## config.mk

```make
export PLATFORM = sky130hd
export DESIGN_NAME = regfile_wb_arbiter
export DESIGN_NICKNAME = d
export VERILOG_FILES = /design/src/rtl/regfile_wb_arbiter.sv
export SDC_FILE = /design/constraint.sdc
export NUM_CORES = 1
export LEC_CHECK = 0
export CELL_PAD_IN_SITES_DETAIL_PLACEMENT = 1
export CELL_PAD_IN_SITES_GLOBAL_PLACEMENT = 1
export CORE_MARGIN = 8
export CORE_UTILIZATION = 33
export CTS_CLUSTER_SIZE = 20
export DETAILED_ROUTE_END_ITERATION = 10
export PLACE_DENSITY = 0.84
export SLEW_MARGIN = 20
export SYNTH_ARGS = -nofsm -noshare
export SYNTH_HDL_FRONTEND = slang
export SYNTH_SLANG_ARGS = --single-unit
```

## constraint.sdc

```tcl
create_clock -name clk_i -period 3.2 [get_ports clk_i]
set_input_delay 0.32 -clock clk_i [delete_from_list [all_inputs] [get_ports clk_i]]
set_output_delay 0.32 -clock clk_i [all_outputs]
set_load 0.01 [all_outputs]
```

## src/rtl/regfile_wb_arbiter.sv

```systemverilog
// Writeback arbiter with a registered register-file write port and a busy scoreboard.
// Round-robin grants one writeback per cycle; the scoreboard tracks pending producers.
module regfile_wb_arbiter #(
  parameter int unsigned NUM_SRC = 3
) (
  input  logic                     clk_i,
  input  logic                     rst_n_i,
  input  logic [NUM_SRC-1:0]       src_valid_i,
  input  logic [NUM_SRC-1:0][4:0]  src_addr_i,
  input  logic [NUM_SRC-1:0][31:0] src_data_i,
  output logic [NUM_SRC-1:0]       src_ready_o,
  input  logic                     issue_valid_i,
  input  logic [4:0]               issue_addr_i,
  output logic                     issue_ready_o,
  input  logic [4:0]               rs1_addr_i,
  input  logic [4:0]               rs2_addr_i,
  output logic                     rs1_busy_o,
  output logic                     rs2_busy_o,
  output logic [31:0]              rd_d_o,
  output logic [4:0]               rd_addr_o,
  output logic                     we_o
);

  localparam int unsigned PtrW = (NUM_SRC > 1) ? $clog2(NUM_SRC) : 1;

  typedef logic [4:0]  reg_addr_t;
  typedef logic [31:0] bus32_t;

  logic [PtrW-1:0] r_ptr;
  logic            r_we;
  reg_addr_t       r_rd_addr;
  bus32_t          r_rd_data;
  logic [31:0]     r_busy;

  logic [PtrW:0]      w_cand;
  logic [PtrW-1:0]    w_win;
  logic               w_found;
  logic [NUM_SRC-1:0] w_grant;
  logic [PtrW-1:0]    w_ptr_next;
  logic               w_issue_set;
  logic [31:0]        w_busy_d;

  // Scan from the priority pointer; first valid source wins.
  always_comb begin
    w_cand  = '0;
    w_win   = '0;
    w_found = 1'b0;
    w_grant = '0;
    for (int i = 0; i < NUM_SRC; i++) begin
      w_cand = {1'b0, r_ptr} + (PtrW+1)'(i);
      if (w_cand >= (PtrW+1)'(NUM_SRC)) begin
        w_cand = w_cand - (PtrW+1)'(NUM_SRC);
      end
      if (!w_found && src_valid_i[w_cand[PtrW-1:0]]) begin
        w_found = 1'b1;
        w_win   = w_cand[PtrW-1:0];
      end
    end
    if (w_found) begin
      w_grant[w_win] = 1'b1;
    end
  end

  assign src_ready_o = w_grant;

  always_comb begin
    w_ptr_next = r_ptr;
    if (w_found) begin
      if ({1'b0, w_win} == (PtrW+1)'(NUM_SRC - 1)) begin
        w_ptr_next = '0;
      end else begin
        w_ptr_next = w_win + PtrW'(1);
      end
    end
  end

  always_ff @(posedge clk_i or negedge rst_n_i) begin
    if (!rst_n_i) begin
      r_ptr     <= '0;
      r_we      <= 1'b0;
      r_rd_addr <= '0;
      r_rd_data <= '0;
    end else begin
      r_ptr <= w_ptr_next;
      if (w_found) begin
        r_we      <= (src_addr_i[w_win] != 5'd0);
        r_rd_addr <= src_addr_i[w_win];
        r_rd_data <= src_data_i[w_win];
      end else begin
        r_we <= 1'b0;
      end
    end
  end

  assign we_o      = r_we;
  assign rd_addr_o = r_rd_addr;
  assign rd_d_o    = r_rd_data;

  // Bit 0 is held at zero, so x0 always reads as free.
  assign issue_ready_o = ~r_busy[issue_addr_i];
  assign rs1_busy_o    = r_busy[rs1_addr_i];
  assign rs2_busy_o    = r_busy[rs2_addr_i];

  assign w_issue_set = issue_valid_i & issue_ready_o & (issue_addr_i != 5'd0);

  // Clear on the actual register-file write; a same-cycle set overrides it.
  always_comb begin
    w_busy_d = r_busy;
    if (r_we) begin
      w_busy_d[r_rd_addr] = 1'b0;
    end
    if (w_issue_set) begin
      w_busy_d[issue_addr_i] = 1'b1;
    end
    w_busy_d[0] = 1'b0;
  end

  always_ff @(posedge clk_i or negedge rst_n_i) begin
    if (!rst_n_i) begin
      r_busy <= '0;
    end else begin
      r_busy <= w_busy_d;
    end
  end

endmodule

```

Word level (Yosys, flattened, before mapping) --
Index checks and enable logic that the tools add are counted.
Storage, ports and cells: word-level logic and storage cells 77, output and inout bits 44, input bits 132, flip-flop bits (word level) 71
Cells by class: order comparisons 14, reduce and logical (&&, ||, !) cells 9, mux-type cells 36, bitwise operators 6, add/subtract/negate cells 6, equal/unequal tests 1
Operator list (number):
- 32-bit 2-to-1 mux | 3
- 32-bit binary-select mux with 2-bit select | 1
- 32-bit AND | 1
- 32-bit NOT | 1
- 32-bit bitwise OR | 1
- 5-bit by 6-bit less-than comparator with 1-bit output (second input constant) | 4
- 1-bit binary-select mux with 5-bit select | 3
- 2-bit 2-to-1 mux | 7
- 1-bit 2-to-1 mux | 13
- 2-bit by 3-bit less-than comparator with 1-bit output (second input constant) | 4
- 5-bit binary-select mux with 2-bit select | 1
- 1-bit demux with 5-bit select | 2
- 5-bit by 1-bit greater-or-equal comparator with 1-bit output (second input constant) | 2
- 5-bit nonzero test | 2
- 1-bit binary-select mux with 2-bit select | 3
- 3-bit by 2-bit greater-or-equal comparator with 1-bit output (second input constant) | 2
- 2-bit subtractor (second input constant) | 3
- 1-bit logical AND | 5
- 5-bit 2-to-1 mux | 1
- 2-bit by 1-bit adder with 3-bit output (second input constant) | 1
- 2-bit by 2-bit adder with 3-bit output (second input constant) | 1
- 3-bit 2-to-1 mux | 1
- 2-bit by 1-bit adder with 2-bit output (second input constant) | 1
- 1-bit AND | 2
- other kinds (6) | 7

Depth between registers and ports, before layout --
word-level depth 16, gate-level depth with buffers 12, mapped depth without buffers 9

Least setup slack after synthesis --
No wires, ideal clock.
path type flip-flop to output port, start point register r_ptr[1], end point output port src_ready_o[0], slack 0.540 ns, required time 2.880 ns, path buffers 4, data arrival time 2.340 ns, stages on the path, launching flop included 12, path through dfrtp_1 inv_1 ha_1 buf_2 mux2i_1 mux2_2 nor4b_1 a211oi_1 buf_4 buf_4 buf_4 nor3_1
Between the ends: longest elaborated chain between the ends 16, elaborated cells between the ends (all ways) 33, classes of those cells 5 x add/sub; 5 x order compare; 18 x mux; 5 x reduce/logical
Ends and longest elaborated chain:
- from (decl) | line 29 | logic [PtrW-1:0] r_ptr;
- from (signal assigned) | line 84 | r_ptr <= w_ptr_next;
- parallel branches: the longest is 15 deep, another holds 2-bit by 1-bit adder with 3-bit output
- 3-bit 2-to-1 mux * | line 59 | if (w_found) begin
- to (decl) | line 11 | output logic [NUM_SRC-1:0] src_ready_o,
Mark *: on every way between the ends. The select of a mux whose other input is x is not followed.

Worst setup path in the final report --
start point input port rs1_addr_i[0], end point output port rs1_busy_o
Between the ends: longest elaborated chain between the ends 2
Ends and longest elaborated chain:
- from (decl) | line 15 | input logic [4:0] rs1_addr_i,
- 1-bit binary-select mux with 5-bit select | line 101 | assign rs1_busy_o = r_busy[rs1_addr_i];
- 1-bit 2-to-1 mux (not written as such) | line 101
- to (decl) | line 17 | output logic rs1_busy_o,
No other way between the ends. The select of a mux whose other input is x is not followed.

==> summary.txt <==
Run status
  • Status: finished clean

Setup path
  • Worst setup SP type: input pin
  • Reg-to-reg endpoint: we_o$_DFF_PN0_
  • CP Capture Type: primary output
  • WS Path Type: in -> out
  • Worst path required time: 2880 ps
  • CP arrival: 2740 ps
  • Worst reg2reg startpoint: r_ptr[0]$_DFFE_PN0P_
  • Worst reg-to-reg path cell count: 11
  • FF-to-FF setup slack: 160 ps
  • Crit Path Max Fanout: 9

STA
  • Setup WS post-layout: 138 ps
  • Worst-Margin Slew: 903 ps
  • Final Hold Fails: 0
  • Slew HR: 39.8%
  • Final setup vio count: 0
  • Period Utilization, post-route: 95.7%
  • Final Max Slew Viols: 0
  • Achievable Freq: 0.327 GHz
  • WHS: 119 ps
  • Post-route minimum period: 3060 ps
  • Final Skew: 4.09 ps

Final layout
  • Seq. cell area: 1780 um^2
  • Multi-input logic area: 2720 um^2
  • Layout cell share with drive strength beyond 1: 12.6%
  • Layout Nets: 775
  • Area delta synth->final: 50.6%
  • Fillers: 1553

Power
  • Maximum VDD drop: 0.549 mV
  • PwrDens: 1050 nW/um^2
  • Power Total: 7.30 mW
  • Leakage: 2.70 nW

CTS
  • CTS Buf Count: 9
  • Buffer levels on the longest clock path: 2
  • Clock-pin slew on the worst setup and hold paths: 50 ps
  • Clock sink total: 71
  • H-tree levels: 3
  • TritonCTS clock tree: built
  • Clock root cell: clkbuf_16
  • Worst-skew pair later-pin latency: 330 ps

GRT
  • Pin count of the biggest net entering global routing: 78
  • Initial antenna violation count: 1
  • Tot GR Track Use: 20.0%
  • Vias in the first global route: 5186
  • Global-route wire length before repair: 28.5 mm
  • Overflow after GRT: 0

Route
  • DR pass1 iterations: 5
  • Detailed Route WL: 18.0 mm
  • Via count: 4523
  • Vias/cell: 5.48
  • # DRC: 0
  • Routed Antenna Nets: 0
  • Iter 0 DRT Violations: 231
  • Wire length per cell: 21.8 um

Logic synthesis
  • Count of cell types in the netlist: 47
  • Number of synthesized flops with an enable pin: 0
  • Top_reg_cell synth: dfrtp_1
  • Syn nets: 611
  • Sequential fraction of the synthesis area: 38.5%
  • Synthesized instance count: 475
  • Yosys reg bits: 71
  • Synthesized area: 4620 um^2
  • Ys async rst share: 100%
  • Synth Warn #: 0
  • Synthesized area per cell: 9.72 um^2

Placed design
  • RePlAce Congestion: 0.886
  • DP Worst Slack: 10.3 ps
  • IO buf count: 175
  • Final HPWL DP: 14.1 mm

Die
  • Core Region: 13800 um^2
  • Starting Density: 33.5%
  • Full die area: 18000 um^2
  • Die W: 134 um
  • FP Rows: 43
  • Die Height: 134 um
  • Ports: 176

Hold path
  • Hold Path Class: in -> async

Job
  • Max cap viols: 0
flip-flops by register name, indices dropped and copies added, names as in the netlist:
name	cells
rd_d_o	32
r_busy	31
rd_addr_o	5
r_ptr	2
we_o	1
power by group:
| part | switching [mW] | total [mW] | internal [mW] | leakage, nW |
|---|---|---|---|---|
| clock network | 0.375 | 1.05 | 0.676 | 0.155 |
| logic | 2.26 | 4.35 | 2.09 | 1.69 |
| registers | 0.500 | 1.90 | 1.40 | 0.849 |
per-layer routing:
| layer | global-route usage, % | share of wire (%) | up-vias |
|---|---|---|---|
| met5 | 0 | 0 | - |
| met4 | 7.67 | 2.2 | 0 |
| met3 | 7.55 | 9.2 | 26 |
| met2 | 33.9 | 50 | 184 |
| met1 | 22.4 | 39 | 2227 |
| li1 | - | - | 2086 |
Yosys cell counts, types with 3 or more instances:
| cell | n | area share [%] |
|---|---|---|
| nand2_1 | 47 | 3.8 |
| mux4_2 | 19 | 9.3 |
| o21ai_0 | 97 | 11 |
| dfrtp_1 | 71 | 38 |
| nand3b_1 | 12 | 2.0 |
| buf_4 | 9 | 1.5 |
| buf_2 | 5 | 0.54 |
| nand3_1 | 5 | 0.54 |
| nand2b_1 | 5 | 0.68 |
| or3b_2 | 7 | 1.3 |
| nor3b_1 | 5 | 0.81 |
| mux2i_1 | 37 | 8.0 |
| nor2_1 | 36 | 2.9 |
| a21oi_1 | 36 | 3.9 |
| clkbuf_1 | 21 | 1.7 |
| o21ai_1 | 3 | 0.33 |
| a221o_1 | 3 | 0.65 |
| nor2b_1 | 3 | 0.41 |
| ha_1 | 4 | 1.1 |
| mux2_2 | 9 | 2.2 |
| mux4_1 | 6 | 3.4 |
| inv_1 | 4 | 0.33 |
cell type report:
class,instances,area share [%]
diodes,1,0.0360
inverters,4,0.216
clock inverters,7,1.26
well taps,180,3.24
multi-input cells,363,39.0
clock buffers,9,3.24
flip-flops and latches,71,25.5
repair buffers,190,27.4
kinds of logic (layout without fill, tap and decap cells):
group / after synthesis / count (layout) / share of synthesized area (%)
other: 0 / 1 / 0
AND/OR/NAND/NOR: 133 / 133 / 14.6
AO/OA/AOI/OAI: 154 / 154 / 18.1
adder cells (fa/ha/maj): 4 / 4 / 1.08
multiplexers: 72 / 72 / 23.1
flip-flops: 71 / 71 / 38.5
buffers and inverters: 41 / 210 / 4.61
repair_timing:
action / in CTS / in global routing
pin swaps: 0 / 1
hold buffers: 0 / 0
buffers inserted: 0 / 1
gates resized for setup: 9 / 7
setup endpoints to repair: 2 / 15
how the worst max path moves through the flow:
| stage | from | endpoint | cells past startpoint |
|---|---|---|---|
| floorplan | r_ptr[1]$_DFFE_PN0P_ | src_ready_o[0] | 11 |
| global placement | issue_addr_i[0] | issue_ready_o | 6 |
| detailed placement | r_ptr[1]$_DFFE_PN0P_ | src_ready_o[0] | 8 |
| CTS | r_ptr[0]$_DFFE_PN0P_ | src_ready_o[1] | 9 |
| global route | r_ptr[1]$_DFFE_PN0P_ | rd_d_o[5]$_DFFE_PN0P_ | 11 |
| finish | rs1_addr_i[0] | rs1_busy_o | 6 |
through the flow:
stage          instance area [um^2]  instances  utilization [%]  setup TNS [ps]
2_1_floorplan                  4620        475                -               0
3_3_place_gp                   6570        807             47.7               0
3_5_place_dp                   6570        807             47.7               0
4_1_cts                        6910        823             50.2               0
5_1_grt                        6950        825             50.5           -35.6
6_report                       6950        825             50.5               0
critical path: stages:
cell and delay (ps):
clkdlybuf4s50_1 520, buf_12 150, mux4_2 510, mux4_2 480, mux2_2 270, clkdlybuf4s50_1 480
cell usage in the layout, fill, tap and decap left out, drive strengths merged, types with 3 or more instances in the layout:
cell type      netlist  layout
inv                  4       4
clkbuf              21       9
clkdlybuf4s50        0     171
ha                   4       4
nor2                36      36
mux4                25      25
nand3                5       5
a21oi               36      36
nand3b              12      12
o21ai              100     100
nor3                 3       3
a221o                3       3
mux2                10      10
nor2b                3       3
mux2i               37      37
nand2               49      49
or3b                 7       7
dfrtp               71      71
clkinv               0       4
nor3b                5       5
nand2b               5       5
buf                 16      16
(Power assumes the default switching activity.)
